===== src/rtl/conv1_pkg.sv =====
// Shared constants, types and the saturation helper for the first-layer
// convolution post-processing blocks.
package conv1_pkg;

  localparam int ACC_W   = 32;
  localparam int OUT_W   = 8;
  localparam int INT_W   = 34;
  localparam int OUT_MAX = 127;
  localparam int OUT_MIN = -128;

  localparam logic signed [INT_W-1:0] OUT_MAX_I = INT_W'(OUT_MAX);
  localparam logic signed [INT_W-1:0] OUT_MIN_I = INT_W'(OUT_MIN);

  typedef struct packed {
    logic signed [INT_W-1:0] sum;
    logic [4:0]              shift;
    logic                    relu;
  } s1_t;

  typedef struct packed {
    logic [OUT_W-1:0] pix;
    logic             clip;
  } sat_t;

  // Clamp a wide rounded value into the signed pixel range and flag the clip.
  function automatic sat_t saturate(input logic signed [INT_W-1:0] y);
    sat_t res;
    res.clip = 1'b1;
    if (y > OUT_MAX_I) begin
      res.pix = OUT_W'(OUT_MAX);
    end else if (y < OUT_MIN_I) begin
      res.pix = OUT_W'(OUT_MIN);
    end else begin
      res.pix  = y[OUT_W-1:0];
      res.clip = 1'b0;
    end
    return res;
  endfunction

endpackage


===== src/rtl/sync_fifo_1st.sv =====
// Single-clock FIFO with synchronous flush; the head word is read straight
// from the storage array, so a push is visible one cycle later.
module sync_fifo_1st #(
  parameter int WIDTH = 8,
  parameter int DEPTH = 8
) (
  input  logic                       clk,
  input  logic                       rst_n,
  input  logic                       clear_i,
  input  logic                       push_i,
  input  logic [WIDTH-1:0]           data_i,
  input  logic                       pop_i,
  output logic [WIDTH-1:0]           data_o,
  output logic                       full_o,
  output logic                       empty_o,
  output logic [$clog2(DEPTH):0]     count_o
);

  localparam int AW = $clog2(DEPTH);
  localparam int CW = AW + 1;

  logic [WIDTH-1:0] mem [DEPTH];
  logic [AW-1:0]    wr_ptr;
  logic [AW-1:0]    rd_ptr;
  logic [CW-1:0]    count;
  logic             do_push;
  logic             do_pop;

  assign empty_o = (count == '0);
  assign full_o  = (count == CW'(DEPTH));
  assign count_o = count;
  assign data_o  = mem[rd_ptr];
  assign do_pop  = pop_i && !empty_o;
  assign do_push = push_i && (!full_o || do_pop);

  // Storage is reset too so the head reads zero straight out of reset.
  always_ff @(posedge clk or negedge rst_n) begin
    if (!rst_n) begin
      wr_ptr <= '0;
      rd_ptr <= '0;
      count  <= '0;
      for (int i = 0; i < DEPTH; i++) mem[i] <= '0;
    end else if (clear_i) begin
      wr_ptr <= '0;
      rd_ptr <= '0;
      count  <= '0;
    end else begin
      if (do_push) begin
        mem[wr_ptr] <= data_i;
        wr_ptr      <= wr_ptr + AW'(1);
      end
      if (do_pop) rd_ptr <= rd_ptr + AW'(1);
      case ({do_push, do_pop})
        2'b10:   count <= count + CW'(1);
        2'b01:   count <= count - CW'(1);
        default: count <= count;
      endcase
    end
  end

endmodule


===== src/rtl/requant_1st.sv =====
// Requantisation stage after the first conv layer: bias add, optional ReLU,
// round-half-up shift, int8 saturation, then a credit-protected output FIFO.
module requant_1st
  import conv1_pkg::*;
#(
  parameter int ACC_W      = conv1_pkg::ACC_W,
  parameter int OUT_W      = conv1_pkg::OUT_W,
  parameter int FIFO_DEPTH = 8
) (
  input  logic                    clk,
  input  logic                    rst_n,
  input  logic                    acc_valid_i,
  input  logic signed [ACC_W-1:0] acc_i,
  output logic                    acc_ready_o,
  input  logic signed [ACC_W-1:0] bias_i,
  input  logic [4:0]              shift_i,
  input  logic                    relu_en_i,
  input  logic                    clear_i,
  output logic                    pix_valid_o,
  output logic signed [OUT_W-1:0] pix_o,
  input  logic                    pix_ready_i,
  output logic [15:0]             ovf_cnt_o
);

  localparam int CW = $clog2(FIFO_DEPTH) + 1;

  s1_t                     s1_q;
  logic                    s1_valid_q;
  logic signed [INT_W-1:0] s2_y_q;
  logic                    s2_valid_q;
  logic signed [INT_W-1:0] acc_ext;
  logic signed [INT_W-1:0] bias_ext;
  logic signed [INT_W-1:0] relu_val;
  logic signed [INT_W-1:0] rnd;
  logic signed [INT_W-1:0] y_next;
  logic [CW-1:0]           fifo_count;
  logic [CW-1:0]           inflight;
  logic                    fifo_full;
  logic                    fifo_empty;
  logic                    fifo_push;
  logic [OUT_W-1:0]        fifo_head;
  logic                    accept;
  sat_t                    sat;

  assign acc_ext  = {{(INT_W-ACC_W){acc_i[ACC_W-1]}}, acc_i};
  assign bias_ext = {{(INT_W-ACC_W){bias_i[ACC_W-1]}}, bias_i};

  // Credits cover both pipeline stages, so a push always finds room.
  assign inflight    = CW'(s1_valid_q) + CW'(s2_valid_q);
  assign acc_ready_o = rst_n && !clear_i && ((fifo_count + inflight) < CW'(FIFO_DEPTH));
  assign accept      = acc_valid_i && acc_ready_o;

  always_comb begin
    relu_val = $signed(s1_q.sum);
    if (s1_q.relu && s1_q.sum[INT_W-1]) relu_val = '0;
    rnd    = INT_W'(1) << (s1_q.shift - 5'd1);
    y_next = relu_val;
    if (s1_q.shift != 5'd0) y_next = (relu_val + rnd) >>> s1_q.shift;
  end

  always_ff @(posedge clk or negedge rst_n) begin
    if (!rst_n) begin
      s1_valid_q <= 1'b0;
      s1_q       <= '0;
      s2_valid_q <= 1'b0;
      s2_y_q     <= '0;
    end else if (clear_i) begin
      s1_valid_q <= 1'b0;
      s2_valid_q <= 1'b0;
    end else begin
      s1_valid_q <= accept;
      if (accept) begin
        s1_q.sum   <= acc_ext + bias_ext;
        s1_q.shift <= shift_i;
        s1_q.relu  <= relu_en_i;
      end
      s2_valid_q <= s1_valid_q;
      s2_y_q     <= y_next;
    end
  end

  assign sat       = saturate(s2_y_q);
  assign fifo_push = s2_valid_q && (!fifo_full || pix_ready_i);

  // Clip counter saturates instead of wrapping.
  always_ff @(posedge clk or negedge rst_n) begin
    if (!rst_n) begin
      ovf_cnt_o <= '0;
    end else if (clear_i) begin
      ovf_cnt_o <= '0;
    end else if (s2_valid_q && sat.clip && (ovf_cnt_o != 16'hFFFF)) begin
      ovf_cnt_o <= ovf_cnt_o + 16'd1;
    end
  end

  sync_fifo_1st #(
    .WIDTH (OUT_W),
    .DEPTH (FIFO_DEPTH)
  ) u_fifo (
    .clk     (clk),
    .rst_n   (rst_n),
    .clear_i (clear_i),
    .push_i  (fifo_push),
    .data_i  (sat.pix),
    .pop_i   (pix_ready_i),
    .data_o  (fifo_head),
    .full_o  (fifo_full),
    .empty_o (fifo_empty),
    .count_o (fifo_count)
  );

  assign pix_o       = fifo_head;
  assign pix_valid_o = !fifo_empty;

endmodule


===== config.mk =====
export PLATFORM = sky130hd
export DESIGN_NAME = requant_1st
export DESIGN_NICKNAME = d
export VERILOG_FILES = /design/src/rtl/conv1_pkg.sv /design/src/rtl/sync_fifo_1st.sv /design/src/rtl/requant_1st.sv
export SDC_FILE = /design/constraint.sdc
export NUM_CORES = 1
export LEC_CHECK = 0
export CELL_PAD_IN_SITES_DETAIL_PLACEMENT = 0
export CELL_PAD_IN_SITES_GLOBAL_PLACEMENT = 1
export CORE_ASPECT_RATIO = 0.8
export CORE_MARGIN = 4
export CORE_UTILIZATION = 43
export DETAILED_ROUTE_END_ITERATION = 16
export DONT_BUFFER_PORTS = 1
export PLACE_DENSITY = 0.77
export SYNTH_ARGS = -nofsm -noshare
export SYNTH_HDL_FRONTEND = slang
export SYNTH_SLANG_ARGS = --single-unit
export TNS_END_PERCENT = 20

===== constraint.sdc =====
create_clock -name clk -period 8.6 [get_ports clk]
set_input_delay 1.72 -clock clk [delete_from_list [all_inputs] [get_ports clk]]
set_output_delay 1.72 -clock clk [all_outputs]
set_load 0.005 [all_outputs]

==> results of run 1 <==
## critical path, delay by kind of cell (launching register included)
kind                       cells  cell delay, ps
AOI/OAI and AO/OA              6            2720
and+or+nand+nor                6            2200
buffers and inverters          2             760
DFF                            1             320
adders and majority gates      1             310
## registers in the layout (all words and copies together) (netlist names)
register        flops
u_fifo.count_o      4
u_fifo.wr_ptr       3
u_fifo.rd_ptr       3
s2_y_q             34
s1_valid_q          1
ovf_cnt_o          16
u_fifo.mem         64
s2_valid_q          1
s1_q               39
## cells in the final DEF (no fill, tap or decap), drive strengths merged, types with 17 or more instances in the layout
cell type  Yosys  final
nand4         21     21
a31oi         17     17
mux2i         32     32
inv           39     46
o31ai         34     34
a21oi        101    101
nand2        194    194
o211ai        18     18
ha            70     70
mux4          21     21
nand3         19     19
and2          40     40
dfrtp        165    165
xor2          34     34
buf           31     19
xnor2         42     42
o21ai        110    110
nor2         159    159
a211oi        24     24
clkbuf        63     19
nor3          28     28
mux2          56     56
a21o          38     38
## cell families after synthesis
logic type	share of synthesized area [%]
AND/OR/NAND/NOR	18.5
buffers and inverters	3.98
XOR/XNOR	4.91
flip-flops	30.5
adder cells (fa/ha/maj)	6.90
AO/OA/AOI/OAI	24.6
multiplexers	10.7
## stage by stage
step / area, um^2 / hold WS [ps] / utilization (%) / std cells
floorplan: 13600 / 442 / - / 1579
global placement: 13800 / 455 / 45.1 / 1917
detailed placement: 13800 / 462 / 45.1 / 1917
CTS: 14400 / 477 / 46.9 / 1949
global route: 14400 / 498 / 46.9 / 1949
finish: 14400 / 471 / 46.9 / 1950
## power breakdown
group | internal (mW) | switching (mW)
clock network | 0.416 | 0.343
registers | 0.963 | 0.195
logic | 0.951 | 1.75
total | 2.33 | 2.29
## per-layer routing
| layer | up-vias | GRT usage (%) | share of wire, % |
|---|---|---|---|
| li1 | 5721 | - | - |
| met1 | 5999 | 40.6 | 49 |
| met2 | 555 | 34.6 | 40 |
| met3 | 63 | 6.07 | 9.2 |
| met4 | 2 | 6.59 | 2.2 |
| met5 | - | 0 | 0.030 |
## layout make-up
class | instances | area share, %
Multi-Input combinational cell | 1280 | 61.8
Clock inverter | 13 | 0.937
Tap cell | 413 | 3.58
Clock buffer | 19 | 3.07
Antenna cell | 1 | 0.0173
Timing Repair Buffer | 19 | 0.989
Sequential cell | 165 | 28.6
Inverter | 40 | 1.04
## worst paths after layout
check / endpoint / slack (ps)
setup / recovery: s2_y_q[7]$_DFFE_PN0N_ / 2160
hold reg to reg: s1_q[27]$_DFFE_PN0P_ / 470
min in group asynchronous: u_fifo.mem[21]$_DFFE_PN0P_ / 970
max in group asynchronous: s1_q[3]$_DFFE_PN0P_ / 7350
setup reg to reg: s2_y_q[7]$_DFFE_PN0N_ / 2160
hold / removal: s1_q[27]$_DFFE_PN0P_ / 470
==> out/qor.csv, run 1 <==
metric;value;unit
fin_ws;2160;ps
fp.dieArea;0.0344;mm^2
cts_made_buffers;17;
post-place-ws;2570;ps
rr_worst_depth;15;
ant_nets;0;
num_rows;57;
cts_tree;yes;
synth_area_leaders;dfrtp_1 30%, ha_1 6.5%, nand2_1 5.4%;
cts_resized;0;
power;4.62;mW
grt_pass1_vias;11800;
gp_congestion;1.00;
hold_depth;2;
yosysMostFrequentCell;nand2_1;
worstSetupEndpointType;flop;
core_region_area;0.0307;mm^2
synth_common_cells;194 x nand2_1, 165 x dfrtp_1, 159 x nor2_1, 100 x o21ai_0, 93 x a21oi_1;
fin_nets;1671;
holdCritPathClass;reg -> reg;
synth.yosys.seq_area_share;30.5;%
ys.flop_type;dfrtp_1;
synthCells;1579;
critPathRequiredTime;8910;ps
grt_max_degree;167;
via_per_inst;6.33;
status;finished, violations left;
synth_nets;1727;
ys_ff_latch;165;
vias;12300;
fmax;155;MHz
p_per_area;320;mW/mm^2
ir_worst_vdd;0.000161;V
grt_pass1_wl;70100;um
min_from;s1_q[27]$_DFFE_PN0P_;
post-cts-setup-buffers;0;
rsz0062_at_grt;no;
synth-async-reset-ratio;100;%
die_x;207;um
clk_pin_slew;60;ps
startpoint;s1_q[4]$_DFFE_PN0P_;
min_period;6440;ps
clkSinkCount;165;
wl_per_cell;22.6;um
max_slew_margin;-2.17;%
grtUsageTotal;25.6;%
drc;0;
max-clock-path-buffers;2;
grt.overflow.total;0;
cp_cell_sequence;buf_4 -> clkinv_1 -> nor2_1 -> nand2_1 -> nor2_1 -> ha_1 -> nand2_1 -> nor3_1 -> o2111ai_1 -> nand4b_1 -> a21oi_1 -> o41ai_2 -> o21ai_0 -> a32o_1 -> o22a_1;
drv_slew;10;
cp-start-kind;flop;
initial_utilization;44.1;%
antenna_found_initial;1;
fin_skew;11.7;ps
violations;max-capacitance violations, max-slew violations;
synth_edf_count;0;
dpl.hpwl;33400;um
multi_input_area;0.00891;mm^2
fin_crit_sh;74.9;%
syn-cell-area;0.0136;mm^2
synth_area_per_cell;8.58;um^2
drive_gt1_share;11.3;%
synthToLayoutAreaGrowth;6.44;%
ios;101;
slowest_stage;o41ai_2;
tightest_slew;1520;ps
synth_area_leader_cell;dfrtp_1;
crit_type;reg -> reg;
cap_violations;1;
cts_root_buf;clkbuf_16;
p_leak;6.16;nW
drt-initial-drc-count;1080;
die_h;167;um
critPathMaxStageDelay;1310;ps
port_buffers;0;
regArea;0.00413;mm^2
h-tree-depth;4;
yosys.area.top_type_share;30.5;%
tns;0;ps
worstPathMaxFanout;25;
setup_violations;0;
hold_viol;0;
synth_warnings;0;
cp.arrival;6750;ps
synthDistinctLibCells;97;
clock_latency;430;ps
wirelength;44000;um
drt_pass1_iterations;6;
hold_buffers;0;
nFillCells;2976;
r2r-start;s1_q[4]$_DFFE_PN0P_;
No activity file was read; power rests on OpenSTA's default activity.
==> inputs of run 2 (changes only) <==
==> constraint.sdc (replaced) <==
create_clock -name clk -period 6.6 [get_ports clk]
set_input_delay 1.32 -clock clk [delete_from_list [all_inputs] [get_ports clk]]
set_output_delay 1.32 -clock clk [all_outputs]
set_load 0.005 [all_outputs]
==> out/qor.csv, run 2 (synthesized netlist as in run 1, its figures left out) <==
metric;value;unit
status;completed;
top_register;u_fifo.mem;
die_h;167;um
h-tree-depth;4;
p_per_area;415;mW/mm^2
dpl.hpwl;32900;um
fp.dieArea;0.0344;mm^2
final_common_cell;nand2_1;
cts_root_buf;clkbuf_16;
reg.largest.list;u_fifo.mem x64, s1_q x39, s2_y_q x34;
place_area;0.0139;mm^2
min_from;u_fifo.mem[46]$_DFFE_PN0P_;
cp-start-kind;flop;
postLayoutCoreUtil;47.1;%
tns;0;ps
port_buffers;0;
cap_violations;0;
fin_nets;1676;
grtUsageTotal;25.1;%
min_period;5430;ps
p_leak;6.18;nW
swShare;49.0;%
setup_violations;0;
drt-initial-drc-count;1264;
clk_pin_slew;60;ps
clock_latency;440;ps
ant_nets;0;
r2r-start;s1_q[4]$_DFFE_PN0P_;
hold_viol;0;
clkSinkCount;165;
crit_type;reg -> reg;
drive_gt1_share;11.6;%
fmax;184;MHz
wirelength;43300;um
core_region_area;0.0307;mm^2
combPwrFrac;58.3;%
cp.arrival;5790;ps
post-cts-setup-buffers;0;
final_area;0.0145;mm^2
antenna_cells;0;
via_per_inst;6.19;
clkPwrFrac;16.4;%
startpoint;s1_q[4]$_DFFE_PN0P_;
grt_pass1_wl;68600;um
cts_made_buffers;17;
drv_slew;0;
reg2reg_slack;1170;ps
cts_tree;yes;
hold_buffers;0;
gp_congestion;1.01;
initial_utilization;44.1;%
rsz0062_at_grt;no;
holdCritPathClass;reg -> reg;
antenna_found_initial;1;
wl_per_cell;22.2;um
power;6.01;mW
grt.overflow.total;0;
grt_pass1_vias;11900;
ios;101;
seqPwrFrac;25.3;%
worstPathMaxFanout;12;
drc;0;
num_rows;57;
fin_skew;10.6;ps
drt_pass1_iterations;6;
max_slew_margin;36.2;%
synthToLayoutAreaGrowth;6.74;%
die_x;207;um
tightest_slew;957;ps
max-clock-path-buffers;2;
fin_crit_sh;82.3;%
largest_reg_flops;64;
vias;12100;
cts_resized;0;
grt_max_degree;167;
nFillCells;3008;
critPathRequiredTime;6960;ps
power_switching;2.95;mW
final_cell_mix;193 x nand2_1, 165 x dfrtp_1, 159 x nor2_1, 100 x o21ai_0, 92 x a21oi_1;
ir_worst_vdd;0.000225;V
internal_power;3.07;mW
worstSetupEndpointType;flop;
[run 2: area by class of cell]
| cell class | instances | area [um^2] | area share [%] |
|---|---|---|---|
| timing repair buffer | 24 | 180 | 1.25 |
| clock inverter | 11 | 113 | 0.778 |
| tap | 413 | 517 | 3.57 |
| multi-input combinational | 1280 | 8910 | 61.6 |
| sequential | 165 | 4130 | 28.5 |
| clock buffer | 21 | 470 | 3.25 |
| inverter | 40 | 150 | 1.04 |
[run 2: per-stage QoR]
step,cells,setup WS (ps),hold slack (ps)
after floorplan,1579,2040,442
after global placement,1922,1450,455
after detailed placement,1922,1460,463
after CTS,1954,1430,477
after global routing,1954,952,500
final,1954,1170,476
[run 2: final timing paths]
path | end | depth (start not counted)
hold reg to reg | u_fifo.mem[46]$_DFFE_PN0P_ | 2
hold / removal | u_fifo.mem[46]$_DFFE_PN0P_ | 2
max in group asynchronous | s1_q[10]$_DFFE_PN0P_ | 0
setup reg to reg | s2_y_q[1]$_DFFE_PN0N_ | 17
setup / recovery | s2_y_q[1]$_DFFE_PN0N_ | 17
min in group asynchronous | u_fifo.mem[2]$_DFFE_PN0P_ | 0
[run 2: critical path, cell delays in order (launching register included)]
cell,delay (ps)
dfrtp_1,510
nor2_1,570
nand2_1,360
nor2_1,210
ha_1,180
inv_1,50
fa_1,400
nand2b_1,200
a21oi_2,290
o2111ai_2,260
a2111oi_0,570
nor4_1,140
xnor2_1,310
o22ai_1,180
nor3_1,470
a211oi_1,130
a311o_1,370
a2bb2oi_1,150
[run 2: power by group through the flow]
stage	registers (mW)	clock network, mW	logic (mW)
after floorplan	1.39	0	2.50
after detailed placement	1.53	0	3.40
after CTS	1.51	1.01	3.41
after global routing	1.55	1.05	3.78
final	1.52	0.986	3.51
after global placement	1.52	0	3.41
[run 2: routing by layer]
layer,track usage [%],wire length (um)
met1,38.8,21000
met2,34.2,17800
met3,5.99,3110
met4,7.98,1290
met5,1.29,78
